--- config.mk ---
export PLATFORM = sky130hd
export DESIGN_NAME = pc_fetch_ctrl_flat
export DESIGN_NICKNAME = d
export VERILOG_FILES = /design/src/rtl/pc_pkg.sv /design/src/rtl/pc_fetch_ctrl_if.sv /design/src/rtl/pc_target_calc.sv /design/src/rtl/pc_fetch_ctrl.sv /design/src/flat_wrapper.sv
export SDC_FILE = /design/constraint.sdc
export NUM_CORES = 1
export LEC_CHECK = 0
export ABC_AREA = 1
export CAP_MARGIN = 20
export CORE_ASPECT_RATIO = 1.25
export CORE_MARGIN = 8
export CORE_UTILIZATION = 49
export DETAILED_ROUTE_END_ITERATION = 10
export PLACE_DENSITY = 0.82
export SYNTH_ARGS = -nofsm -noshare
export SYNTH_HDL_FRONTEND = slang
export SYNTH_SLANG_ARGS = --single-unit
--- constraint.sdc ---
create_clock -name clk -period 2.1 [get_ports clk]
set_input_delay 0.315 -clock clk [delete_from_list [all_inputs] [get_ports clk]]
set_output_delay 0.315 -clock clk [all_outputs]
set_load 0.1 [all_outputs]
--- src/rtl/pc_pkg.sv ---
// Shared definitions for the fetch sequencer.
//   state_e  : fetch FSM states (IDLE, FETCH, WAIT, HOLD)
//   PC_INC   : byte increment between sequential fetches
//   BR_SHIFT : word-offset to byte-offset shift for branch targets
package pc_pkg;

  typedef enum logic [1:0] {
    IDLE  = 2'd0,
    FETCH = 2'd1,
    WAIT  = 2'd2,
    HOLD  = 2'd3
  } state_e;

  localparam int unsigned PC_INC   = 4;
  localparam int unsigned BR_SHIFT = 2;

endpackage

--- src/rtl/pc_fetch_ctrl_if.sv ---
// Instruction-memory request/response bus.
//   req    : fetch request          (master -> slave)
//   addr   : fetch address          (master -> slave)
//   gnt    : request accepted       (slave  -> master)
//   rvalid : response data valid    (slave  -> master)
//   rdata  : response instruction   (slave  -> master)
interface pc_fetch_ctrl_if #(
  parameter int unsigned ADDR_W  = 32,
  parameter int unsigned INSTR_W = 32
);

  logic               req;
  logic [ADDR_W-1:0]  addr;
  logic               gnt;
  logic               rvalid;
  logic [INSTR_W-1:0] rdata;

  modport master (output req, output addr, input gnt, input rvalid, input rdata);
  modport slave  (input req, input addr, output gnt, output rvalid, output rdata);

endinterface

--- src/rtl/pc_target_calc.sv ---
// Branch resolution helper: decides whether a resolving branch redirects
// fetch and computes its target.
//   br_valid_i     : resolution strobe qualifying the flags below
//   branch_i       : conditional branch, taken when zero_i is set
//   uncondbranch_i : unconditional branch
//   zero_i         : ALU zero flag
//   br_pc_i        : PC of the resolving branch
//   sign_extend_i  : signed word offset
//   take_o         : redirect fetch this cycle
//   target_o       : br_pc_i + offset*4, wrapping modulo 2^ADDR_W
module pc_target_calc
  import pc_pkg::*;
#(
  parameter int unsigned ADDR_W = 32
) (
  input  logic              br_valid_i,
  input  logic              branch_i,
  input  logic              uncondbranch_i,
  input  logic              zero_i,
  input  logic [ADDR_W-1:0] br_pc_i,
  input  logic [31:0]       sign_extend_i,
  output logic              take_o,
  output logic [ADDR_W-1:0] target_o
);

  logic [31:0] offset_bytes;

  always_comb begin
    offset_bytes = sign_extend_i << BR_SHIFT;
    take_o       = br_valid_i & ((branch_i & zero_i) | uncondbranch_i);
    // The signed cast keeps negative offsets correct if ADDR_W exceeds 32.
    target_o     = br_pc_i + ADDR_W'($signed(offset_bytes));
  end

endmodule

--- src/rtl/pc_fetch_ctrl.sv ---
// Fetch sequencer: owns the PC, issues one instruction-memory request at a
// time, holds the fetched instruction while decode stalls, and redirects on
// taken branches (discarding any response that is still in flight).
//   clk, rst_n      : clock, asynchronous active-low reset
//   stall_i         : decode not ready
//   br_*/branch_i/uncondbranch_i/zero_i/sign_extend_i : branch resolution
//   imem            : instruction-memory bus (master side)
//   instr_valid_o   : instruction available to decode
//   instr_o         : held instruction
//   instr_pc_o      : address of instr_o
//   pc_o            : address of the next fetch
module pc_fetch_ctrl
  import pc_pkg::*;
#(
  parameter int unsigned       ADDR_W   = 32,
  parameter logic [ADDR_W-1:0] RESET_PC = '0,
  parameter int unsigned       INSTR_W  = 32
) (
  input  logic                clk,
  input  logic                rst_n,
  input  logic                stall_i,
  input  logic                br_valid_i,
  input  logic                branch_i,
  input  logic                uncondbranch_i,
  input  logic                zero_i,
  input  logic [ADDR_W-1:0]   br_pc_i,
  input  logic [31:0]         sign_extend_i,
  pc_fetch_ctrl_if.master     imem,
  output logic                instr_valid_o,
  output logic [INSTR_W-1:0]  instr_o,
  output logic [ADDR_W-1:0]   instr_pc_o,
  output logic [ADDR_W-1:0]   pc_o
);

  state_e              state_q, state_d;
  logic [ADDR_W-1:0]   pc_q, pc_d;
  logic [ADDR_W-1:0]   req_pc_q, req_pc_d;
  logic [ADDR_W-1:0]   instr_pc_q, instr_pc_d;
  logic [INSTR_W-1:0]  instr_q, instr_d;
  logic                instr_valid_q, instr_valid_d;
  logic                kill_q, kill_d;

  logic                take;
  logic [ADDR_W-1:0]   target;
  logic [ADDR_W-1:0]   pc_inc;

  pc_target_calc #(.ADDR_W(ADDR_W)) u_target_calc (
    .br_valid_i     (br_valid_i),
    .branch_i       (branch_i),
    .uncondbranch_i (uncondbranch_i),
    .zero_i         (zero_i),
    .br_pc_i        (br_pc_i),
    .sign_extend_i  (sign_extend_i),
    .take_o         (take),
    .target_o       (target)
  );

  // Wraps naturally from 2^ADDR_W-4 to 0.
  assign pc_inc = pc_q + ADDR_W'(PC_INC);

  // State register.
  // NOTE: flops use non-blocking assignments so every register samples the
  // pre-edge value of the others, independent of statement order.
  always_ff @(posedge clk or negedge rst_n) begin
    if (!rst_n) begin
      state_q       <= IDLE;
      pc_q          <= RESET_PC;
      req_pc_q      <= '0;
      instr_pc_q    <= '0;
      instr_q       <= '0;
      instr_valid_q <= 1'b0;
      kill_q        <= 1'b0;
    end else begin
      state_q       <= state_d;
      pc_q          <= pc_d;
      req_pc_q      <= req_pc_d;
      instr_pc_q    <= instr_pc_d;
      instr_q       <= instr_d;
      instr_valid_q <= instr_valid_d;
      kill_q        <= kill_d;
    end
  end

  // Next-state logic. A taken branch always lands in pc_d, so a redirect is
  // never lost and a later one simply overwrites an earlier one.
  always_comb begin
    // NOTE: every signal gets a default before the case so no path leaves a
    // variable unassigned, which would otherwise infer a latch.
    state_d       = state_q;
    pc_d          = pc_q;
    req_pc_d      = req_pc_q;
    instr_pc_d    = instr_pc_q;
    instr_d       = instr_q;
    instr_valid_d = instr_valid_q;
    kill_d        = kill_q;

    unique case (state_q)
      IDLE: begin
        state_d = FETCH;
        if (take) pc_d = target;
      end

      FETCH: begin
        if (take) begin
          pc_d = target;
          if (imem.gnt) begin
            // The granted request belongs to the old path; drop its response.
            kill_d  = 1'b1;
            state_d = WAIT;
          end
        end else if (imem.gnt) begin
          pc_d     = pc_inc;
          req_pc_d = pc_q;
          state_d  = WAIT;
        end
      end

      WAIT: begin
        if (take) pc_d = target;
        if (imem.rvalid) begin
          // Response closes the transaction; nothing is left in flight.
          kill_d  = 1'b0;
          state_d = FETCH;
          if (!kill_q && !take) begin
            instr_d       = imem.rdata;
            instr_pc_d    = req_pc_q;
            instr_valid_d = 1'b1;
            state_d       = HOLD;
          end
        end else if (take) begin
          kill_d = 1'b1;
        end
      end

      HOLD: begin
        // Redirect wins over both stall and consume.
        if (take) begin
          pc_d          = target;
          instr_valid_d = 1'b0;
          state_d       = FETCH;
        end else if (!stall_i) begin
          instr_valid_d = 1'b0;
          state_d       = FETCH;
        end
      end

      default: state_d = IDLE;
    endcase
  end

  // Outputs. The address only moves while req is high when pc_q is
  // redirected in FETCH.
  always_comb begin
    imem.req  = (state_q == FETCH);
    imem.addr = pc_q;
  end

  assign instr_valid_o = instr_valid_q;
  assign instr_o       = instr_q;
  assign instr_pc_o    = instr_pc_q;
  assign pc_o          = pc_q;

endmodule

--- src/flat_wrapper.sv ---
// flat-port wrapper written by rule: the top's interface ports become plain ports
module pc_fetch_ctrl_flat import pc_pkg::*;
#(
  parameter int unsigned       ADDR_W   = 32,
  parameter logic [ADDR_W-1:0] RESET_PC = '0,
  parameter int unsigned       INSTR_W  = 32
)
  (clk, rst_n, stall_i, br_valid_i, branch_i, uncondbranch_i, zero_i, br_pc_i, sign_extend_i, instr_valid_o, instr_o, instr_pc_o, pc_o, imem_req, imem_addr, imem_gnt, imem_rvalid, imem_rdata);
  pc_fetch_ctrl_if #(.ADDR_W(ADDR_W), .INSTR_W(INSTR_W)) imem_i ();
  input  logic clk;
  input  logic rst_n;
  input  logic stall_i;
  input  logic br_valid_i;
  input  logic branch_i;
  input  logic uncondbranch_i;
  input  logic zero_i;
  input  logic [ADDR_W-1:0] br_pc_i;
  input  logic [31:0] sign_extend_i;
  output logic instr_valid_o;
  output logic [INSTR_W-1:0] instr_o;
  output logic [ADDR_W-1:0] instr_pc_o;
  output logic [ADDR_W-1:0] pc_o;
  output wire logic [$bits(imem_i.req)-1:0] imem_req;
  output wire logic [$bits(imem_i.addr)-1:0] imem_addr;
  input wire logic [$bits(imem_i.gnt)-1:0] imem_gnt;
  input wire logic [$bits(imem_i.rvalid)-1:0] imem_rvalid;
  input wire logic [$bits(imem_i.rdata)-1:0] imem_rdata;
  assign imem_req = imem_i.req;
  assign imem_addr = imem_i.addr;
  assign imem_i.gnt = imem_gnt;
  assign imem_i.rvalid = imem_rvalid;
  assign imem_i.rdata = imem_rdata;
  pc_fetch_ctrl #(.ADDR_W(ADDR_W), .RESET_PC(RESET_PC), .INSTR_W(INSTR_W)) u_core (.clk(clk), .rst_n(rst_n), .stall_i(stall_i), .br_valid_i(br_valid_i), .branch_i(branch_i), .uncondbranch_i(uncondbranch_i), .zero_i(zero_i), .br_pc_i(br_pc_i), .sign_extend_i(sign_extend_i), .imem(imem_i), .instr_valid_o(instr_valid_o), .instr_o(instr_o), .instr_pc_o(instr_pc_o), .pc_o(pc_o));
endmodule
==> flow_summary.toml <==
[status]
status = "completed"

[yosys]
syn_nets = 1225
avgSynthCellArea_sq_um = 7.69
syn_inst = 1085
synth_top_area_share_pct = 39.6
ys.flop_type = "dfrtp_1"
ys_seq_elements = 132
synth.distinct_cells = 46
synth-seq-area-share_pct = 39.6
ys_top_cells_by_area = "dfrtp_1 (40%), nand2_1 (13%), inv_1 (6.1%), o21ai_0 (5.2%), ha_1 (5.1%)"
synth_edf_count = 0
async_reset_ff_share_pct = 100
yosys_warnings = 0
synth_area_sq_um = 8340
synth.largest_area_cell = "dfrtp_1"

[clocking]
root_buffer = "clkbuf_16"
cts_tree = "yes"
clk_latency_ps = 420
clock_tree.buffer_depth = 2
numCtsBuffers = 17
clk_pin_slew_ps = 60
cts_max_level = 4
cts_setup_buffers = 0
cts_num_sinks = 132

[cells_and_area]
instances_no_fill = 1607
final_area_sq_um = 11800
fillers = 1312
drive_above_1_share_pct = 26.4
area_growth_pct = 41.4
seqCellArea_sq_um = 3330
nNetsFinal = 1514
multiInputGateArea_sq_um = 4240
antenna_cells = 0

[global_routing]
grt_util_met2_pct = 44.9
grt_use_met1_pct = 29.4
grt_max_degree = 54
overflow = 0
grt_pass1_wl_microns = 44100
grt_pass1_vias = 8441
grt_usage_pct = 25.6
grt_most_used_layer = "met2"
grt.met3_usage_pct = 5.22
antenna_found_initial = 0

[route]
drt_iter0_drc = 591
vias = 8395
wirelength_microns = 27500
viasPerCell = 5.22
drtPass1Iterations = 5
avgRoutedWirePerCell_microns = 17.1
postRouteAntennaNets = 0
drcViolationCount = 0

[worst_setup_path]
critical_path.startpoint = "br_pc_i[18]"
cp-start-kind = "input pin"
crit_type = "input pin to flip-flop"
critPathMaxFanout = 4
cp-end-kind = "flip-flop"
critPathArrivalTime_ps = 2280
required_ps = 2410
r2r_start = "u_core.imem.addr[9]"

[floorplan]
start_util_pct = 49.7
coreArea_sq_um = 16800
die_w_microns = 133
die_area_sq_um = 21500
row_count = 53
io_pins = 235
chipHeight_microns = 162

[place]
gp_congestion = 0.997
place_inst = 1574
dpl_cell_area_sq_um = 11100
io_buffers = 232
dp_hpwl_microns = 21500

[sta]
period_share_pct = 94.2
fin_crit_ps = 1980
relSlewSlack_pct = 69.9
clock-skew-final_ps = 6.72
max_freq_mhz = 506
finalSetupViolations = 0
finalMaxSlewViolations = 0
tightest_slew_ps = 452
hold_viol = 0

[job]
cap_violations = 0

[worst_hold_path]
timing.hold.worst.class = "input pin to async pin"
==> Yosys cell counts (all sizes together) (2+ instances only) <==
cell type / n
nor2: 83
ha: 34
nand3: 69
buf: 50
o31ai: 2
dfrtp: 132
clkbuf: 8
nand3b: 6
nor3: 24
o21bai: 6
nand4: 13
a21oi: 63
o21ai: 92
a21o: 2
or2: 3
nand2: 284
o22ai: 4
mux2: 43
inv: 139
xor2: 14
o211ai: 4
==> final timing paths <==
path | to | slack, ps | cells past startpoint
min | u_core.imem.addr[2] | 390 | 2
max in group asynchronous | u_core.imem.addr[20] | 1030 | 3
min in group clk | u_core.imem.addr[1] | 440 | 3
min reg2reg | u_core.instr_pc_o[7] | 490 | 2
max reg2reg | u_core.imem.addr[28] | 170 | 11
max | u_core.imem.addr[27] | 120 | 12
==> flip-flops by register name, summed over array words and instances, names as in the netlist <==
signal                flops
u_core.instr_o           32
u_core.imem.addr         32
u_core.state_q            2
u_core.instr_pc_o        32
u_core.req_pc_q          32
u_core.kill_q             1
u_core.instr_valid_o      1
==> layout make-up <==
| type | count | share of cell area, % |
|---|---|---|
| Inverter | 139 | 4.44 |
| Timing Repair Buffer | 328 | 24.1 |
| Multi-Input combinational cell | 756 | 35.9 |
| Tap cell | 220 | 2.33 |
| Clock buffer | 19 | 3.84 |
| Clock inverter | 13 | 1.07 |
| Sequential cell | 132 | 28.2 |
==> placed cells by master, fill, tap and decap left out, drive strengths merged, types with 43 or more instances in the layout <==
| cell | n |
|---|---|
| a21oi | 63 |
| buf | 226 |
| clkdlybuf4s50 | 101 |
| dfrtp | 132 |
| inv | 142 |
| mux2 | 43 |
| nand2 | 284 |
| nand3 | 69 |
| nor2 | 83 |
| o21ai | 92 |
==> through the flow <==
stage,setup WS [ps],setup TNS [ps],hold WS [ps],utilization (%)
finish,122,0,390,70.3
global route,-38.1,-61.0,442,70.3
CTS,2.34,0,418,69.8
detailed placement,-423,-7360,276,66.3
global placement,-343,-5910,274,66.3
floorplan,19.4,0,19.4,-
==> kinds of logic after synthesis <==
kind of cell	synth area share [%]
buffers and inverters	10.8
muxes	6.17
adders and majority gates	5.34
DFF	39.6
AOI/OAI and AO/OA	11.4
and+or+nand+nor	25.1
xor gates and xnor gates	1.58
==> what timing repair did <==
item                                    CTS  global route
resized for setup                         0            22
hold buffers                              1             0
endpoints found under the setup margin    0            15
endpoints found under the hold margin    45             0
==> critical path, cell delays in order <==
cell	delay (ps)
clkdlybuf4s50_1	410
ha_1	360
nand2_1	130
nor2_2	180
inv_1	100
nor3_2	150
and2_1	150
nand2_1	110
nand4_1	100
nand3_1	130
nand2_1	90
inv_1	40
==> routing by layer <==
metal | routed length [microns] | part of all wire, %
met5 | 0 | 0
met4 | 1070 | 3.9
met3 | 1690 | 6.1
met2 | 14100 | 51
met1 | 10700 | 39
Power is not shown: default switching activity piles up to over one toggle a cycle in this logic, so the estimate is an artifact.
